[config.mk]
export PLATFORM = sky130hd
export DESIGN_NAME = waiting_area_pax_counter_flat
export DESIGN_NICKNAME = d
export VERILOG_FILES = /design/src/rtl/waiting_area_pax_counter_if.sv /design/src/rtl/waiting_area_pax_counter.sv /design/src/flat_wrapper.sv
export SDC_FILE = /design/constraint.sdc
export NUM_CORES = 1
export LEC_CHECK = 0
export CAP_MARGIN = 20
export CORE_MARGIN = 8
export CORE_UTILIZATION = 37
export DETAILED_ROUTE_END_ITERATION = 8
export HOLD_SLACK_MARGIN = 0.02
export SLEW_MARGIN = 15
export SYNTH_ARGS = -nofsm -noshare
export SYNTH_HDL_FRONTEND = slang
export SYNTH_SLANG_ARGS = --single-unit
[constraint.sdc]
create_clock -name clk -period 4.1 [get_ports clk]
set_input_delay 1.025 -clock clk [delete_from_list [all_inputs] [get_ports clk]]
set_output_delay 1.025 -clock clk [all_outputs]
set_load 0.005 [all_outputs]
[src/rtl/waiting_area_pax_counter_if.sv]
// Boarding handshake between the airfield controller (master) and the waiting-area
// passenger counter (slave).
//   board_req   : level request, held by the master until board_ack is seen
//   board_count : passengers boarding, valid while board_req is high
//   board_ack   : one-cycle acknowledge from the counter
interface waiting_area_pax_counter_if;
  logic       board_req;
  logic [5:0] board_count;
  logic       board_ack;

  modport master (
    output board_req,
    output board_count,
    input  board_ack
  );

  modport slave (
    input  board_req,
    input  board_count,
    output board_ack
  );
endinterface

[src/rtl/waiting_area_pax_counter.sv]
// Waiting-area passenger counter.
//
// Counts passengers from raw entry/exit turnstile contacts. Each contact is synchronised with
// two flops and debounced. A batch is subtracted when the boarding handshake fires. The count
// saturates at 0 and 63, and any clipped update sets a sticky error flag.
//
// Ports
//   clk          : system clock, posedge
//   rst          : synchronous active-high reset
//   enter_sensor : raw entry contact (asynchronous)
//   exit_sensor  : raw exit contact (asynchronous)
//   board_if     : boarding handshake (slave side: board_req/board_count in, board_ack out)
//   passengers   : current count, 0..63
//   crowded      : passengers >= CAPACITY, registered together with passengers
//   count_err    : sticky saturation flag, cleared only by rst
//   peak_pax     : highest count since rst (only with PAX_PEAK_HOLD_EN defined)
//
// Configuration macro: PAX_PEAK_HOLD_EN adds the peak_pax output and its register.
//
// Sensor-to-count latency: raw rise first sampled at edge N -> passengers updates at
// edge N + DEBOUNCE_CYCLES + 3 (2 sync stages, debounce, one registered edge pulse).
module waiting_area_pax_counter #(
  parameter int unsigned DEBOUNCE_CYCLES = 16,
  parameter int unsigned CAPACITY        = 60
) (
  input  logic                              clk,
  input  logic                              rst,
  input  logic                              enter_sensor,
  input  logic                              exit_sensor,
  waiting_area_pax_counter_if.slave         board_if,
  output logic [5:0]                        passengers,
  output logic                              crowded,
  output logic                              count_err
`ifdef PAX_PEAK_HOLD_EN
  ,
  output logic [5:0]                        peak_pax
`endif
);

  // Counter only needs to reach DEBOUNCE_CYCLES-1; the next differing sample accepts.
  localparam int unsigned CntW   = (DEBOUNCE_CYCLES > 2) ? $clog2(DEBOUNCE_CYCLES) : 1;
  localparam logic [CntW-1:0] CntMax = CntW'(DEBOUNCE_CYCLES - 1);
  localparam logic [5:0] CapLevel = 6'(CAPACITY);

  localparam logic [1:0] StIdle    = 2'd0;
  localparam logic [1:0] StAck     = 2'd1;
  localparam logic [1:0] StWaitLow = 2'd2;

  // Bit 0 is the entry sensor, bit 1 the exit sensor.
  logic [1:0]           sync1_q, sync1_d;
  logic [1:0]           sync2_q, sync2_d;
  logic [1:0]           acc_q, acc_d;
  logic [1:0]           acc_dly_q, acc_dly_d;
  logic [1:0]           evt_q, evt_d;
  logic [1:0][CntW-1:0] cnt_q, cnt_d;

  logic [1:0] state_q, state_d;
  logic [5:0] pax_q, pax_d;
  logic       crowded_q, crowded_d;
  logic       err_q, err_d;

  logic        board_take;
  logic [5:0]  board_amt;
  logic signed [7:0] total;

  // --------------------------------------------------------------------------
  // Sensor synchronise + debounce + rising-edge event
  // --------------------------------------------------------------------------
  always_comb begin
    sync1_d   = {exit_sensor, enter_sensor};
    sync2_d   = sync1_q;
    acc_d     = acc_q;
    cnt_d     = '0;
    for (int i = 0; i < 2; i++) begin
      // Any sample agreeing with the accepted level restarts the count.
      if (sync2_q[i] != acc_q[i]) begin
        if (cnt_q[i] == CntMax) begin
          acc_d[i] = sync2_q[i];
        end else begin
          cnt_d[i] = cnt_q[i] + 1'b1;
        end
      end
    end
    acc_dly_d = acc_q;
    // Only a rising accepted level counts; the falling edge is ignored.
    evt_d     = acc_q & ~acc_dly_q;
  end

  // --------------------------------------------------------------------------
  // Boarding handshake
  // --------------------------------------------------------------------------
  always_comb begin
    state_d    = state_q;
    board_take = 1'b0;
    unique case (state_q)
      StIdle: begin
        if (board_if.board_req) begin
          board_take = 1'b1;
          state_d    = StAck;
        end
      end
      StAck: begin
        state_d = StWaitLow;
      end
      StWaitLow: begin
        // A request still held from the last handshake must drop before re-arming.
        if (!board_if.board_req) begin
          state_d = StIdle;
        end
      end
      default: begin
        state_d = StIdle;
      end
    endcase
  end

  assign board_amt         = board_take ? board_if.board_count : 6'd0;
  assign board_if.board_ack = (state_q == StAck);

  // --------------------------------------------------------------------------
  // Count update with saturation
  // --------------------------------------------------------------------------
  always_comb begin
    total = $signed({2'b00, pax_q}) - $signed({2'b00, board_amt})
          + $signed({7'd0, evt_q[0]}) - $signed({7'd0, evt_q[1]});
    pax_d = pax_q;
    err_d = err_q;
    if (total < 8'sd0) begin
      pax_d = 6'd0;
      err_d = 1'b1;
    end else if (total > 8'sd63) begin
      pax_d = 6'd63;
      err_d = 1'b1;
    end else begin
      pax_d = total[5:0];
    end
    // Derived from the next count so crowded lines up with passengers.
    crowded_d = (pax_d >= CapLevel);
  end

  always_ff @(posedge clk) begin
    if (rst) begin
      sync1_q   <= '0;
      sync2_q   <= '0;
      acc_q     <= '0;
      acc_dly_q <= '0;
      evt_q     <= '0;
      cnt_q     <= '0;
      state_q   <= StIdle;
      pax_q     <= '0;
      crowded_q <= 1'b0;
      err_q     <= 1'b0;
    end else begin
      sync1_q   <= sync1_d;
      sync2_q   <= sync2_d;
      acc_q     <= acc_d;
      acc_dly_q <= acc_dly_d;
      evt_q     <= evt_d;
      cnt_q     <= cnt_d;
      state_q   <= state_d;
      pax_q     <= pax_d;
      crowded_q <= crowded_d;
      err_q     <= err_d;
    end
  end

  assign passengers = pax_q;
  assign crowded    = crowded_q;
  assign count_err  = err_q;

`ifdef PAX_PEAK_HOLD_EN
  // --------------------------------------------------------------------------
  // Peak hold: follows the next count so it moves on the same edge
  // --------------------------------------------------------------------------
  logic [5:0] peak_q, peak_d;

  always_comb begin
    peak_d = (pax_d > peak_q) ? pax_d : peak_q;
  end

  always_ff @(posedge clk) begin
    if (rst) begin
      peak_q <= '0;
    end else begin
      peak_q <= peak_d;
    end
  end

  assign peak_pax = peak_q;
`endif

endmodule
[src/flat_wrapper.sv]
// flat-port wrapper written by rule: the top's interface ports become plain ports
module waiting_area_pax_counter_flat 
#(
  parameter int unsigned DEBOUNCE_CYCLES = 16,
  parameter int unsigned CAPACITY        = 60
)
  (clk, rst, enter_sensor, exit_sensor, passengers, crowded, count_err, board_if_board_req, board_if_board_count, board_if_board_ack);
  waiting_area_pax_counter_if board_if_i ();
  input  logic clk;
  input  logic rst;
  input  logic enter_sensor;
  input  logic exit_sensor;
  output logic [5:0] passengers;
  output logic crowded;
  output logic count_err;
  input wire logic [$bits(board_if_i.board_req)-1:0] board_if_board_req;
  input wire logic [$bits(board_if_i.board_count)-1:0] board_if_board_count;
  output wire logic [$bits(board_if_i.board_ack)-1:0] board_if_board_ack;
  assign board_if_i.board_req = board_if_board_req;
  assign board_if_i.board_count = board_if_board_count;
  assign board_if_board_ack = board_if_i.board_ack;
  waiting_area_pax_counter #(.DEBOUNCE_CYCLES(DEBOUNCE_CYCLES), .CAPACITY(CAPACITY)) u_core (.clk(clk), .rst(rst), .enter_sensor(enter_sensor), .exit_sensor(exit_sensor), .board_if(board_if_i), .passengers(passengers), .crowded(crowded), .count_err(count_err));
endmodule
==> flow_summary.yaml, run 1 <==
status:
  run_status: "completed"
detailed_routing:
  antenna_left: 0
  drtPass1Iterations: 4
  vias_per_cell: 4.94
  drt_wl_total_um: 3680
  wire_per_inst_um: 13.2
  drc_errors: 0
  drtIter0Drc: 33
  vias: 1373
worst_setup_path:
  cp_data_arrival_time_ns: 3.99
  reg2reg_slack_ns: 0.94
  critical_path_required_ns: 4.27
  r2r-end: "u_core.count_err"
  critPathKind: "input port to register"
  ff2ff_path_depth: 15
  r2r-start: "u_core.state_q[1]"
  cp-end-kind: "register"
  cpMaxStageDelayCell: "clkdlybuf4s50_1"
  max_stage_delay_ns: 0.39
  start_kind: "input port"
  path_delay_family: "compound AO/OA/AOI/OAI gates"
  path_cells: "clkdlybuf4s50_1, and2_1, ha_2, fa_2, nand2b_4, a21oi_4, xnor2_2, inv_1, ha_4, a21o_1, and2_4, a31oi_4, nor2_1, a311oi_2, a21oi_1, o31ai_1"
  cp_num_buf_inv: 2
  critPathMaxFanout: 3
clock_tree:
  cts_tree: "built"
  clk_path_buf_depth: 2
  clkLatencyLatePin_ns: 0.27
  cts_hold_buf: 0
  cts.sinks: 28
  cts.clk_slew.worst_paths_ns: 0.09
  cts-root-buf: "clkbuf_8"
  ctsHtreeMaxLevel: 1
  numCtsBuffers: 3
finish:
  num-nets-final: 256
  multiInputGateArea_um2: 1170
  area.growth.synth_to_final_pct: 40.8
  drive_gt1_frac: 0.279
  fin_util: 0.538
  finalNonFillerCells: 278
  seq_area_um2: 561
  diodes: 0
  fillers: 386
logic_synthesis:
  syn_nets: 205
  synth_area_um2: 1650
  ys_seq_area_frac: 0.339
  yosys_warnings: 0
  async_reset_ff_frac: 0
  postSynthCellCount: 176
  synth_edf_count: 0
  ys.flop_type: "dfxtp_1"
  syn_avg_cell_area_um2: 9.39
  ys_types: 40
  ys_ff_latch: 28
power_and_ir_drop:
  total_leakage_power_nw: 0.976
  combPwrFrac: 0.766
  clkPwrFrac: 0.079
  switchingPower_mw: 0.873
  finalPower_mw: 2.08
  p_int_mw: 1.20
  ir_worst_vdd_uv: 480
  pwr-share-seq: 0.155
  switching_share: 0.420
  power.density_nw_per_um2: 892
die:
  die_y_um: 82.8
  initial_utilization: 0.382
  rows: 24
  die_x_um: 82.8
  ios: 20
  die-area_um2: 6860
  design.core.area_um2: 4320
sta:
  fin_ws_ns: 0.282
  fin_crit_ns: 3.82
  fmax_ghz: 0.262
  fin_crit_sh: 0.931
  setup_viol: 0
  hold_viol_final: 0
  slew_headroom: 0.592
  fin_tns_setup_ns: 0
  clock_skew_ns: 0.00603
  slew_violations: 0
  rsz0062_at_grt: "false"
  worst_slew_pin_slew_ns: 0.610
hold_path:
  hp-start: "u_core.acc_dly_q[0]"
  whs_path_depth: 1
  hold_end: "u_core.evt_q[0]"
  hold_class: "register to register"
run:
  cap_violations: 0
placed_design:
  port_buffers: 19
  dp.cells: 271
  hpwl_um: 2860
  gp_congestion: 0.852
  post-place-ws_ns: -0.533
grt:
  grt_max_degree: 17
  grt_pass1_vias: 1422
  grt.total_usage: 0.104
  grt_pass1_wl_um: 6210
  antenna_found_initial: 0
  grt-ovfl-total: 0
cells in the mapped netlist (2+ instances only):
master	number	area share
a21o_1	2	0.0091
o21a_1	2	0.0091
nor2_1	15	0.034
a21oi_1	4	0.012
nor3_1	5	0.015
and2_1	2	0.0076
nor4_1	2	0.0076
xnor2_1	9	0.048
nor3b_1	2	0.0091
fa_1	2	0.024
nand2_1	6	0.014
nor2b_1	13	0.049
o21bai_1	3	0.014
nand2b_1	2	0.0076
dfxtp_1	28	0.34
and3_1	3	0.011
o21ai_0	2	0.0061
nand3_1	5	0.015
a31oi_1	2	0.0076
mux2i_1	3	0.018
a211oi_1	6	0.027
inv_1	20	0.045
ha_1	16	0.12
xor2_1	4	0.021
or3_1	3	0.011
metrics by stage:
| step | hold slack, ns | cell area, um^2 |
|---|---|---|
| 6_report | 0.378 | 2330 |
| 5_1_grt | 0.404 | 2330 |
| 4_1_cts | 0.379 | 2200 |
| 3_5_place_dp | 0.372 | 2090 |
| 3_3_place_gp | 0.374 | 2090 |
| 2_1_floorplan | 0.367 | 1650 |
layout by cell type (no fill, tap or decap), types with 2 or more instances in the layout:
master	netlist	routed
ha_2	0	2
buf_4	0	28
clkdlybuf4s50_1	0	18
nand3_1	5	4
nand2_1	6	3
nor2b_1	13	12
xor2_1	4	4
xnor2_1	9	7
nor3_1	5	5
mux2i_1	3	3
clkbuf_8	0	4
a21o_1	2	2
o21bai_1	3	3
a211oi_1	6	5
inv_1	20	19
xnor2_2	1	3
and3_1	3	3
nand2_2	0	3
o21a_1	2	2
nor2_1	15	14
ha_4	0	5
dfxtp_1	28	28
nor4_1	2	2
a21oi_1	4	4
or3_1	3	3
ha_1	16	9
sequential cells by signal, indices dropped and copies added (netlist names):
signal	flops
u_core.acc_dly_d	2
u_core.acc_dly_q	2
u_core.cnt_q	8
u_core.count_err	1
u_core.crowded	1
u_core.evt_q	2
u_core.passengers	6
u_core.state_q	2
u_core.sync1_q	2
u_core.sync2_q	2
cells by family after synthesis:
group	Yosys count	synth area share
AO/OA/AOI/OAI	31	0.163
XOR/XNOR	15	0.0954
adder cells (fa/ha/maj)	18	0.145
buffers and inverters	21	0.0477
flip-flops	28	0.339
multiplexers	3	0.0182
AND/OR/NAND/NOR	60	0.192
worst max-delay path by stage:
stage | start | end | slack (ns) | cells after the start
3_5_place_dp | board_if_board_req | u_core.crowded | -0.53 | 16
2_1_floorplan | board_if_board_req | u_core.count_err | 0.1 | 14
6_report | board_if_board_count[0] | u_core.count_err | 0.28 | 16
4_1_cts | board_if_board_req | u_core.count_err | 0.01 | 17
3_3_place_gp | board_if_board_req | u_core.crowded | -0.45 | 16
5_1_grt | board_if_board_count[0] | u_core.count_err | 0.13 | 16
per-layer routing:
layer / track usage / routed length, um
met1: 0.119 / 1650
met2: 0.185 / 1790
met3: 0.0313 / 185
met4: 0.0208 / 48
met5: 0 / 0
cell type report:
cell class,instances,area share
clock buffers,4,0.0237
well taps,52,0.0280
flip-flops and latches,28,0.241
inverters,20,0.0323
repair buffers,47,0.173
multi-input cells,127,0.502
power by group through the flow:
stage | registers, mW | logic [mW] | clock network [mW]
2_1_floorplan | 0.322 | 0.819 | 0
3_3_place_gp | 0.324 | 1.29 | 0
3_5_place_dp | 0.324 | 1.31 | 0
4_1_cts | 0.318 | 1.39 | 0.168
5_1_grt | 0.324 | 1.74 | 0.182
6_report | 0.322 | 1.59 | 0.163
timing repair:
item / 4_1_cts / 5_1_grt
buffers inserted: 0 / 3
pin swaps: 4 / 12
gates resized for setup: 12 / 16
setup endpoints to repair: 7 / 8
(Power assumes the default switching activity.)
==> run 2: changes to the inputs <==
- CTS_CLUSTER_DIAMETER: default -> 60
==> results of run 2 <==
The final DEF is identical to that of run 1; final timing and power are the same.
